$ cat config.mk
export PLATFORM = sky130hd
export DESIGN_NAME = fetch_unit
export DESIGN_NICKNAME = d
export VERILOG_FILES = /design/src/rtl/fetch_unit.sv
export SDC_FILE = /design/constraint.sdc
export NUM_CORES = 1
export LEC_CHECK = 0
export BUFFER_PORTS_ARGS = -buffer_cell sky130_fd_sc_hd__buf_2
export CAP_MARGIN = 5
export CORE_MARGIN = 4
export CORE_UTILIZATION = 57
export DETAILED_ROUTE_END_ITERATION = 10
export PLACE_DENSITY = 0.93
export SETUP_SLACK_MARGIN = 0.2
export SYNTH_ARGS = -nofsm -noshare
export SYNTH_HDL_FRONTEND = slang
export SYNTH_SLANG_ARGS = --single-unit
$ cat constraint.sdc
create_clock -name clk -period 6 [get_ports clk]
set_input_delay 1.5 -clock clk [delete_from_list [all_inputs] [get_ports clk]]
set_output_delay 1.5 -clock clk [all_outputs]
set_load 0.01 [all_outputs]
$ cat src/rtl/fetch_unit.sv
// Instruction fetch stage: single-outstanding memory request, one-entry
// response buffer feeding the F/D register, redirect with late-response drop.
//
// state | meaning
// REQ   | no request outstanding, buffer empty; request fetch_pc
// WAIT  | one request granted, waiting for imem_rvalid
// FULL  | buffer holds a fetched instruction presented on instr_f
module fetch_unit #(
    parameter logic [31:0] RESET_PC = 32'h0000_0000,
    parameter logic [31:0] NOP      = 32'h0000_0013
) (
    input  logic        clk,
    input  logic        reset,
    input  logic        halted,
    input  logic        stall,
    input  logic        redirect,
    input  logic [31:0] redirect_pc,
    output logic        imem_req,
    output logic [31:0] imem_addr,
    input  logic        imem_gnt,
    input  logic        imem_rvalid,
    input  logic [31:0] imem_rdata,
    output logic [31:0] instr_f,
    output logic [31:0] pc_f,
    output logic [31:0] pc4_f,
    output logic        fetch_valid
);

    typedef enum logic [1:0] {
        S_REQ  = 2'b00,
        S_WAIT = 2'b01,
        S_FULL = 2'b10
    } state_t;

    state_t      state;
    logic [31:0] fetch_pc;
    logic [31:0] req_pc;
    logic [31:0] buf_instr;
    logic [31:0] buf_pc;
    logic        drop;
    logic        consume;
    logic        fire;
    logic [31:0] redirect_tgt;

    assign fetch_valid  = (state == S_FULL);
    assign consume      = fetch_valid & ~stall & ~halted;
    // Gated by reset so no request is visible while the block is held in reset.
    assign imem_req     = reset & ((state == S_REQ) | ((state == S_FULL) & consume))
                          & ~redirect & ~halted;
    assign imem_addr    = fetch_pc;
    assign fire         = imem_req & imem_gnt;
    assign redirect_tgt = redirect_pc & ~32'h0000_0003;

    assign instr_f = fetch_valid ? buf_instr : NOP;
    assign pc_f    = fetch_valid ? buf_pc : fetch_pc;
    assign pc4_f   = pc_f + 32'd4;

    always_ff @(posedge clk or negedge reset) begin
        if (!reset) begin
            state     <= S_REQ;
            fetch_pc  <= RESET_PC;
            req_pc    <= RESET_PC;
            buf_instr <= NOP;
            buf_pc    <= RESET_PC;
            drop      <= 1'b0;
        end else if (halted) begin
            // A granted request must still be retired so its response is never lost.
            if (state == S_WAIT && imem_rvalid) begin
                if (drop) begin
                    drop  <= 1'b0;
                    state <= S_REQ;
                end else begin
                    buf_instr <= imem_rdata;
                    buf_pc    <= req_pc;
                    state     <= S_FULL;
                end
            end
        end else if (redirect) begin
            fetch_pc <= redirect_tgt;
            case (state)
                S_WAIT: begin
                    if (imem_rvalid) begin
                        drop  <= 1'b0;
                        state <= S_REQ;
                    end else begin
                        drop <= 1'b1;
                    end
                end
                default: state <= S_REQ;
            endcase
        end else begin
            case (state)
                S_REQ: begin
                    if (fire) begin
                        fetch_pc <= fetch_pc + 32'd4;
                        req_pc   <= fetch_pc;
                        state    <= S_WAIT;
                    end
                end
                S_WAIT: begin
                    if (imem_rvalid) begin
                        if (drop) begin
                            drop  <= 1'b0;
                            state <= S_REQ;
                        end else begin
                            buf_instr <= imem_rdata;
                            buf_pc    <= req_pc;
                            state     <= S_FULL;
                        end
                    end
                end
                S_FULL: begin
                    if (consume) begin
                        if (fire) begin
                            fetch_pc <= fetch_pc + 32'd4;
                            req_pc   <= fetch_pc;
                            state    <= S_WAIT;
                        end else begin
                            state <= S_REQ;
                        end
                    end
                end
                default: state <= S_REQ;
            endcase
        end
    end

endmodule

==> results.py, run 1 <==
metrics = {
    "outcome": {
        "status": "finished clean",
    },
    "detailed_routing": {
        "drt-total-wl_mm": 19.7,
        "dr.first_iter.drc_count": 644,
        "avgRoutedWirePerCell_um": 18.3,
        "ant_nets": 0,
        "vias": 6381,
        "dr.pass1.iters": 8,
        "drc": 0,
        "vias_per_cell": 5.92,
    },
    "critical_path": {
        "path_cells": "nand2b_1 > inv_4 > mux2i_1 > inv_1 > ha_1 > nand4_1 > or2_1 > nor3_2 > xor2_1 > buf_2",
        "critPathRequiredTime_ps": 4500,
        "arrival_ps": 3460,
        "timing.rr.start": "state[0]$_DFFE_PN0P_",
        "r2r-end": "imem_addr[29]$_DFFE_PN0P_",
        "crit_type": "reg -> out",
        "cp-end-kind": "output pin",
        "slowest_stage": "inv_4",
        "reg2regPathDepth": 8,
        "worstSetupStartpointType": "flop",
        "path_max_fanout": 66,
        "max_stage_delay_ps": 530,
        "crit_family": "simple AND/OR/NAND/NOR gates",
        "cp_num_buf_inv": 3,
        "reg2reg_slack_ps": 3290,
    },
    "clocking": {
        "clk_pin_slew_worst_paths_ps": 50,
        "clock-sinks": 125,
        "htree_levels": 4,
        "clk_latency_ps": 420,
        "post_cts_resized": 0,
        "cts_tree": "built",
        "postCtsHoldBufs": 0,
        "clock-root-buffer": "clkbuf_16",
        "cts_buffer_depth": 2,
        "numCtsBuffers": 17,
        "post-cts-setup-buffers": 0,
    },
    "synthesis": {
        "synthesis.area_mm2": 0.00690,
        "synthFlopType": "dfrtp_1",
        "async_flop_share": 1.00,
        "yosysTopAreaCellShare": 0.443,
        "synth_edf_count": 0,
        "synth_area_leaders": "dfrtp_1 44%, mux2_2 11%, nand2_1 9.7%",
        "synth_seq_area_share": 0.454,
        "yosys.area.top_type": "dfrtp_1",
        "synth_seq_cells": 125,
        "avgSynthCellArea_um2": 9.11,
        "yosysUniqueCellTypes": 58,
        "yosysWarnings": 0,
        "netlist_instances": 757,
    },
    "floorplanning": {
        "dieArea_mm2": 0.0139,
        "fp.coreArea_mm2": 0.0116,
        "start_util": 0.594,
        "die-height_um": 118,
        "fp-row-count": 39,
        "die_w_um": 118,
        "boundaryPins": 201,
    },
    "sta": {
        "slew_headroom": 0.324,
        "finalCriticalPeriod_ps": 4960,
        "worstMarginPinSlew_ps": 1010,
        "clock_skew_ps": 12.0,
        "finalHoldViolCount": 0,
        "rsz0062_at_grt": "no",
        "setup-tns-final_ps": 0,
        "min_period_over_period": 0.826,
        "max_freq_mhz": 202,
        "drv_slew": 0,
        "setup_viol": 0,
    },
    "pwr": {
        "p_total_uw": 3270,
        "power_density_mw_per_mm2": 385,
        "p_leak_uw": 0.00422,
        "vdd_drop_max_v": 0.000178,
    },
    "final_layout": {
        "final_common_cell": "buf_2",
        "nets": 996,
        "fillCellCount": 861,
        "most-common-layout-cells": "191 x buf_2, 179 x nand2_1, 122 x dfrtp_1",
        "multiInputGateArea_mm2": 0.00344,
        "area_delta_synth_final_pct": 22.9,
        "register_area_mm2": 0.00313,
        "diodes": 0,
        "drive_gt1_frac": 0.332,
        "final_cells": 1078,
        "stdcell_area_mm2": 0.00848,
    },
    "min_path": {
        "min_path_type": "reg -> reg",
        "hp-start": "req_pc[7]$_DFFE_PN0P_",
        "hold_depth": 2,
        "hold_end": "req_pc[7]$_DFFE_PN0P_",
    },
    "global_route": {
        "grt_max_degree": 84,
        "grtUsageTotal": 0.284,
        "grt_pass1_vias": 6380,
        "grt_pass1_wl_mm": 32.1,
        "antenna_found_initial": 0,
        "gr-total-overflow": 0,
    },
    "placement": {
        "placed_cell_area_mm2": 0.00785,
        "dpl.cell_count": 1046,
        "portBuffers": 192,
        "routabilityCongestion": 0.883,
        "place_hpwl_mm": 13.3,
    },
    "flow_run": {
        "cap_violations": 0,
    },
}
## stage by stage
step | setup slack [ps] | hold slack, ps | util
after global placement | 1580 | 453 | 0.676
after global routing | 796 | 502 | 0.730
after CTS | 1080 | 473 | 0.729
final | 1040 | 473 | 0.730
after detailed placement | 1550 | 457 | 0.676
after floorplan | 1570 | 440 | -
## worst max-delay path by stage
stage	startpoint	end	slack (ps)	cells after the start
after floorplan	state[0]$_DFFE_PN0P_	pc4_f[28]	1570	14
after global placement	state[0]$_DFFE_PN0P_	pc4_f[28]	1580	10
after detailed placement	state[0]$_DFFE_PN0P_	pc4_f[28]	1550	10
after CTS	state[0]$_DFFE_PN0P_	pc4_f[28]	1080	10
after global routing	state[0]$_DFFE_PN0P_	pc4_f[30]	800	10
final	state[0]$_DFFE_PN0P_	pc4_f[28]	1040	10
## cell usage after synthesis, types with 6 or more instances
library cell,number
clkbuf_1,44
xor2_1,10
a31oi_1,6
inv_1,14
dfrtp_1,122
nand2b_1,9
nand4_1,14
buf_4,9
mux2i_1,19
xnor2_1,16
nand2_1,179
o21ai_0,40
mux2_2,65
nor2_1,33
nor3_1,12
nand3_1,26
and2_1,32
a21oi_1,29
## metal layers
metal / track usage / share of wire / wire length [um]
met2: 0.472 / 0.49 / 9690
met5: 0 / 0 / 0
met1: 0.366 / 0.38 / 7570
met4: 0.101 / 0.020 / 389
met3: 0.0668 / 0.11 / 2100
## area by class of cell
| class | count | area share |
|---|---|---|
| inverter | 16 | 0.00738 |
| multi-input combinational | 561 | 0.406 |
| tap | 143 | 0.0211 |
| sequential | 125 | 0.369 |
| clock buffer | 18 | 0.0506 |
| timing repair buffer | 202 | 0.123 |
| clock inverter | 13 | 0.0226 |
## worst register-to-register path, cell delays in order (launching register included)
cell and delay [ps]:
dfrtp_1 490, nor4b_1 500, and3_1 230, buf_4 380, nor2_1 290, buf_6 220, or3_1 300, o21ai_0 80
a311oi_1 90
## cell families after synthesis
logic type / after synthesis / synth area share
other: 1 / 0.000544
AO/OA/AOI/OAI: 103 / 0.0914
adder cells (fa/ha/maj): 2 / 0.00363
buffers and inverters: 76 / 0.0504
XOR/XNOR: 26 / 0.0330
flip-flops: 125 / 0.454
multiplexers: 84 / 0.134
AND/OR/NAND/NOR: 340 / 0.233
## report_power, final
group	leakage, uW	internal [uW]	total [uW]	switching (uW)
clock	0.000293	695	1090	396
sequential	0.00155	1130	1380	250
combinational	0.00237	385	791	405
total	0.00422	2210	3270	1050
## state kept, by name, indices dropped and copies added (netlist names)
signal,flops
buf_instr,32
buf_pc,30
imem_addr,30
req_pc,30
state,2
drop,1
Power figures use the tool's default switching activity.
==> run 2: changes to the inputs <==
--- a/config.mk
+++ b/config.mk
@@ -8,9 +8,9 @@
 export BUFFER_PORTS_ARGS = -buffer_cell sky130_fd_sc_hd__buf_2
 export CAP_MARGIN = 5
 export CORE_MARGIN = 4
-export CORE_UTILIZATION = 57
+export CORE_UTILIZATION = 53
 export DETAILED_ROUTE_END_ITERATION = 10
-export PLACE_DENSITY = 0.93
+export PLACE_DENSITY = 0.87
 export SETUP_SLACK_MARGIN = 0.2
 export SYNTH_ARGS = -nofsm -noshare
 export SYNTH_HDL_FRONTEND = slang
==> constraint.sdc (replaced) <==
create_clock -name clk -period 4.6 [get_ports clk]
set_input_delay 1.15 -clock clk [delete_from_list [all_inputs] [get_ports clk]]
set_output_delay 1.15 -clock clk [all_outputs]
set_load 0.01 [all_outputs]
==> results.py, run 2 (same netlist as run 1, synthesis figures left out) <==
metrics = {
    "placement": {
        "routabilityCongestion": 0.837,
        "placed_cell_area_mm2": 0.00792,
        "portBuffers": 192,
        "place_hpwl_mm": 13.6,
    },
    "critical_path": {
        "reg2regPathDepth": 7,
        "slowest_stage": "or2_1",
        "critPathRequiredTime_ps": 3450,
        "timing.rr.start": "imem_addr[10]$_DFFE_PN0P_",
        "arrival_ps": 3040,
        "path_max_fanout": 49,
        "max_stage_delay_ps": 450,
        "reg2reg_slack_ps": 1920,
        "worstSetupStartpointType": "flop",
        "r2r-end": "imem_addr[31]$_DFFE_PN0P_",
        "path_cells": "nand2b_1 > bufinv_8 > mux2i_1 > nand4_1 > or2_1 > nor4b_4 > xor2_1 > buf_2",
        "cp-end-kind": "output pin",
        "crit_type": "reg -> out",
    },
    "global_route": {
        "grt_max_degree": 70,
        "grt_pass1_wl_mm": 31.7,
        "grt_pass1_vias": 6270,
        "grtUsageTotal": 0.273,
        "gr-total-overflow": 0,
        "antenna_found_initial": 0,
    },
    "sta": {
        "min_period_over_period": 0.912,
        "finalCriticalPeriod_ps": 4190,
        "setup-tns-final_ps": 0,
        "clock_skew_ps": 6.68,
        "setup_viol": 0,
        "finalHoldViolCount": 0,
        "rsz0062_at_grt": "no",
        "slew_headroom": 0.339,
        "worstMarginPinSlew_ps": 982,
        "drv_slew": 0,
        "max_freq_mhz": 238,
    },
    "final_layout": {
        "final_common_cell": "buf_2",
        "nets": 1002,
        "drive_gt1_frac": 0.334,
        "stdcell_area_mm2": 0.00855,
        "fin_util": 0.675,
        "most-common-layout-cells": "191 x buf_2, 179 x nand2_1, 122 x dfrtp_1",
        "diodes": 0,
        "largest-register": "buf_instr",
        "largest_reg_flops": 32,
        "area_delta_synth_final_pct": 24.0,
    },
    "pwr": {
        "p_switching_uw": 1310,
        "p_leak_uw": 0.00426,
        "p_int_uw": 2900,
        "power.share.clock": 0.325,
        "pwr-share-comb": 0.250,
        "power_frac_seq": 0.424,
        "p_sw_frac": 0.312,
        "vdd_drop_max_v": 0.000383,
        "power_density_mw_per_mm2": 492,
    },
    "floorplanning": {
        "boundaryPins": 201,
        "dieArea_mm2": 0.0149,
        "fp-row-count": 41,
        "start_util": 0.544,
        "fp.coreArea_mm2": 0.0127,
        "die-height_um": 122,
        "die_w_um": 122,
    },
    "detailed_routing": {
        "drc": 0,
        "vias_per_cell": 5.71,
        "avgRoutedWirePerCell_um": 17.7,
        "dr.pass1.iters": 5,
        "ant_nets": 0,
        "drt-total-wl_mm": 19.7,
        "vias": 6352,
        "dr.first_iter.drc_count": 541,
    },
    "clocking": {
        "cts_tree": "built",
        "cts_buffer_depth": 2,
        "htree_levels": 4,
        "clock-root-buffer": "clkbuf_16",
        "postCtsHoldBufs": 0,
        "clock-sinks": 125,
        "numCtsBuffers": 17,
        "clk_latency_ps": 420,
        "clk_pin_slew_worst_paths_ps": 60,
    },
    "min_path": {
        "hold_end": "req_pc[21]$_DFFE_PN0P_",
        "hp-start": "req_pc[21]$_DFFE_PN0P_",
        "min_path_type": "reg -> reg",
        "hold_depth": 2,
    },
    "flow_run": {
        "cap_violations": 0,
    },
    "outcome": {
        "status": "finished clean",
    },
}
run 2: worst max-delay path by stage:
stage	depth (start not counted)	from	end	slack (ps)
6_report	8	state[0]$_DFFE_PN0P_	pc4_f[29]	410
5_1_grt	8	state[0]$_DFFE_PN0P_	pc4_f[29]	240
4_1_cts	10	state[0]$_DFFE_PN0P_	pc4_f[28]	310
3_5_place_dp	10	state[0]$_DFFE_PN0P_	pc4_f[28]	760
3_3_place_gp	10	state[0]$_DFFE_PN0P_	pc4_f[28]	810
2_1_floorplan	14	state[0]$_DFFE_PN0P_	pc4_f[28]	520
run 2: layer usage:
metal  GRT usage  share of wire
met1       0.348           0.40
met3      0.0673          0.091
met5           0              0
met4       0.101          0.018
met2       0.452           0.49
run 2: through the flow:
step | setup WS, ps | hold slack (ps) | std cells | power [uW]
after floorplan | 523 | 440 | 762 | 2410
after global placement | 815 | 454 | 1080 | 2780
after detailed placement | 763 | 458 | 1080 | 2850
after CTS | 305 | 471 | 1111 | 4220
after global routing | 243 | 487 | 1113 | 4450
final | 405 | 473 | 1113 | 4210
run 2: repair_timing:
item | CTS | global route
setup buffers | 0 | 1
gates resized for setup | 0 | 4
setup endpoints to repair | 0 | 6
run 2: area by class of cell:
type                    count  area, um2
well taps                 172        215
flip-flops and latches    125       3130
repair buffers            208       1090
fillers                  1003       4120
clock buffers              24        492
clock inverters             7        110
inverters                  16       73.8
multi-input cells         561       3440
run 2: power by group through the flow:
stage | Sequential, uW | Clock (uW) | Combinational [uW]
finish | 1790 | 1370 | 1050
global route | 1840 | 1430 | 1180
CTS | 1780 | 1380 | 1060
detailed placement | 1790 | 0 | 1050
global placement | 1770 | 0 | 1010
floorplan | 1690 | 0 | 724
run 2: worst max-delay path: cells and delay by family, from the launching register on:
kind,cells,cell delay [ps]
AND/OR/NAND/NOR,4,1250
multiplexers,1,330
buffers and inverters,2,500
flip-flops,1,370
XOR/XNOR,1,150
==> run 3: changes to the inputs <==
--- a/config.mk
+++ b/config.mk
@@ -7,8 +7,10 @@
 export LEC_CHECK = 0
 export BUFFER_PORTS_ARGS = -buffer_cell sky130_fd_sc_hd__buf_2
 export CAP_MARGIN = 5
+export CELL_PAD_IN_SITES_DETAIL_PLACEMENT = 0
+export CELL_PAD_IN_SITES_GLOBAL_PLACEMENT = 2
 export CORE_MARGIN = 4
-export CORE_UTILIZATION = 53
+export CORE_UTILIZATION = 31
 export DETAILED_ROUTE_END_ITERATION = 10
 export PLACE_DENSITY = 0.87
 export SETUP_SLACK_MARGIN = 0.2
==> results.py, run 3 (same netlist as run 1, synthesis figures left out) <==
metrics = {
    "pwr": {
        "vdd_drop_max_v": 0.000260,
        "p_leak_uw": 0.00426,
        "p_total_uw": 4250,
        "power_density_mw_per_mm2": 488,
    },
    "final_layout": {
        "diodes": 0,
        "fillCellCount": 2247,
        "final_common_cell": "buf_2",
        "largest-register": "buf_instr",
        "nets": 1003,
        "area_delta_synth_final_pct": 26.3,
        "drive_gt1_frac": 0.340,
        "stdcell_area_mm2": 0.00871,
        "most-common-layout-cells": "191 x buf_2, 179 x nand2_1, 122 x dfrtp_1",
        "largest_reg_flops": 32,
    },
    "outcome": {
        "status": "finished clean",
    },
    "floorplanning": {
        "start_util": 0.316,
        "die-height_um": 157,
        "dieArea_mm2": 0.0247,
        "fp.coreArea_mm2": 0.0218,
        "boundaryPins": 201,
        "die_w_um": 157,
        "fp-row-count": 54,
    },
    "critical_path": {
        "crit_start": "state[0]$_DFFE_PN0P_",
        "crit_type": "reg -> out",
        "timing.rr.start": "state[1]$_DFFE_PN0P_",
        "reg2reg_slack_ps": 2100,
        "worstSetupStartpointType": "flop",
        "path_max_fanout": 32,
        "critPathRequiredTime_ps": 3450,
        "arrival_ps": 3010,
        "cp-end-kind": "output pin",
    },
    "detailed_routing": {
        "vias_per_cell": 4.91,
        "dr.first_iter.drc_count": 339,
        "drt-total-wl_mm": 21.6,
        "vias": 6001,
        "avgRoutedWirePerCell_um": 17.7,
        "dr.pass1.iters": 5,
        "drc": 0,
        "ant_nets": 0,
    },
    "placement": {
        "place_hpwl_mm": 15.1,
        "routabilityCongestion": 0.776,
        "portBuffers": 192,
        "placed_cell_area_mm2": 0.00806,
    },
    "sta": {
        "min_period_over_period": 0.904,
        "setup_viol": 0,
        "slew_headroom": 0.388,
        "setup-tns-final_ps": 0,
        "clock_skew_ps": 7.02,
        "finalHoldViolCount": 0,
        "finalCriticalPeriod_ps": 4160,
        "drv_slew": 0,
        "rsz0062_at_grt": "no",
        "max_freq_mhz": 240,
        "worstMarginPinSlew_ps": 916,
    },
    "clocking": {
        "clk_pin_slew_worst_paths_ps": 60,
        "numCtsBuffers": 17,
        "cts_buffer_depth": 2,
        "cts_tree": "built",
        "htree_levels": 4,
        "clk_latency_ps": 410,
        "clock-root-buffer": "clkbuf_16",
        "postCtsHoldBufs": 0,
        "clock-sinks": 125,
    },
    "flow_run": {
        "cap_violations": 0,
    },
    "global_route": {
        "antenna_found_initial": 0,
        "grtUsageTotal": 0.172,
        "gr-total-overflow": 0,
        "grt_pass1_vias": 5697,
        "grt_pass1_wl_mm": 33.0,
        "grt_max_degree": 66,
    },
    "min_path": {
        "min_path_type": "reg -> reg",
        "hp-start": "req_pc[16]$_DFFE_PN0P_",
    },
}
-- run 3: cell types whose count changed in the layout (fill, tap and decap cells not counted), sizes merged --
cell,change
buf,+1
clkinv,+3
inv,+2
clkbuf,-6
clkinvlp,+2
-- run 3: final timing paths --
path | cells after the start | end
worst max register to register | 4 | buf_instr[19]$_DFFE_PN0P_
min in group asynchronous | 2 | req_pc[26]$_DFFE_PN0P_
max in group asynchronous | 3 | req_pc[12]$_DFFE_PN0P_
worst max-delay path | 11 | pc4_f[28]
worst min register to register | 2 | req_pc[16]$_DFFE_PN0P_
worst min-delay path | 2 | req_pc[16]$_DFFE_PN0P_
-- run 3: cell type report --
| cell class | instances | area [um2] | share of cell area |
|---|---|---|---|
| multi-input cells | 561 | 3450 | 0.396 |
| well taps | 280 | 350 | 0.0402 |
| inverters | 16 | 62.6 | 0.00718 |
| clock buffers | 18 | 429 | 0.0493 |
| clock inverters | 14 | 194 | 0.0223 |
| repair buffers | 209 | 1090 | 0.126 |
| flip-flops and latches | 125 | 3130 | 0.359 |
-- run 3: routing by layer --
layer | GRT usage | part of all wire | vias to the layer above
met5 | 0 | 0 | -
met3 | 0.0368 | 0.051 | 16
met2 | 0.259 | 0.46 | 179
met1 | 0.254 | 0.48 | 2874
met4 | 0.0406 | 0.011 | 0
li1 | - | - | 2932
-- run 3: repair_timing --
action                                  in CTS  in global routing
resized for setup                            2                  1
pin swaps                                    0                  1
endpoints found under the setup margin       3                 12
endpoints found under the hold margin        0                  0
cloned                                       0                  0
buffers inserted                             0                  2
-- run 3: report_power, final --
group / internal, uW / switching [uW] / leakage, uW / total (uW)
logic: 509 / 535 / 0.00241 / 1040
clock network: 909 / 527 / 0.000300 / 1440
registers: 1480 / 297 / 0.00155 / 1770
-- run 3: stage by stage --
step,util,instances,worst slack (ps),hold slack [ps]
2_1_floorplan,-,762,523,440
3_3_place_gp,0.370,1189,581,453
3_5_place_dp,0.370,1189,571,458
4_1_cts,0.398,1221,190,472
5_1_grt,0.399,1223,185,494
6_report,0.399,1223,441,467
-- run 3: critical path, stage by stage, from the launching register on --
cell      delay (ps)
dfrtp_1          470
nand2b_2         260
inv_4            290
mux2i_1          160
inv_1             90
ha_1             230
nand4_1          100
buf_4            180
or2_1            310
nor3_2           200
xor2_1           140
buf_2            140
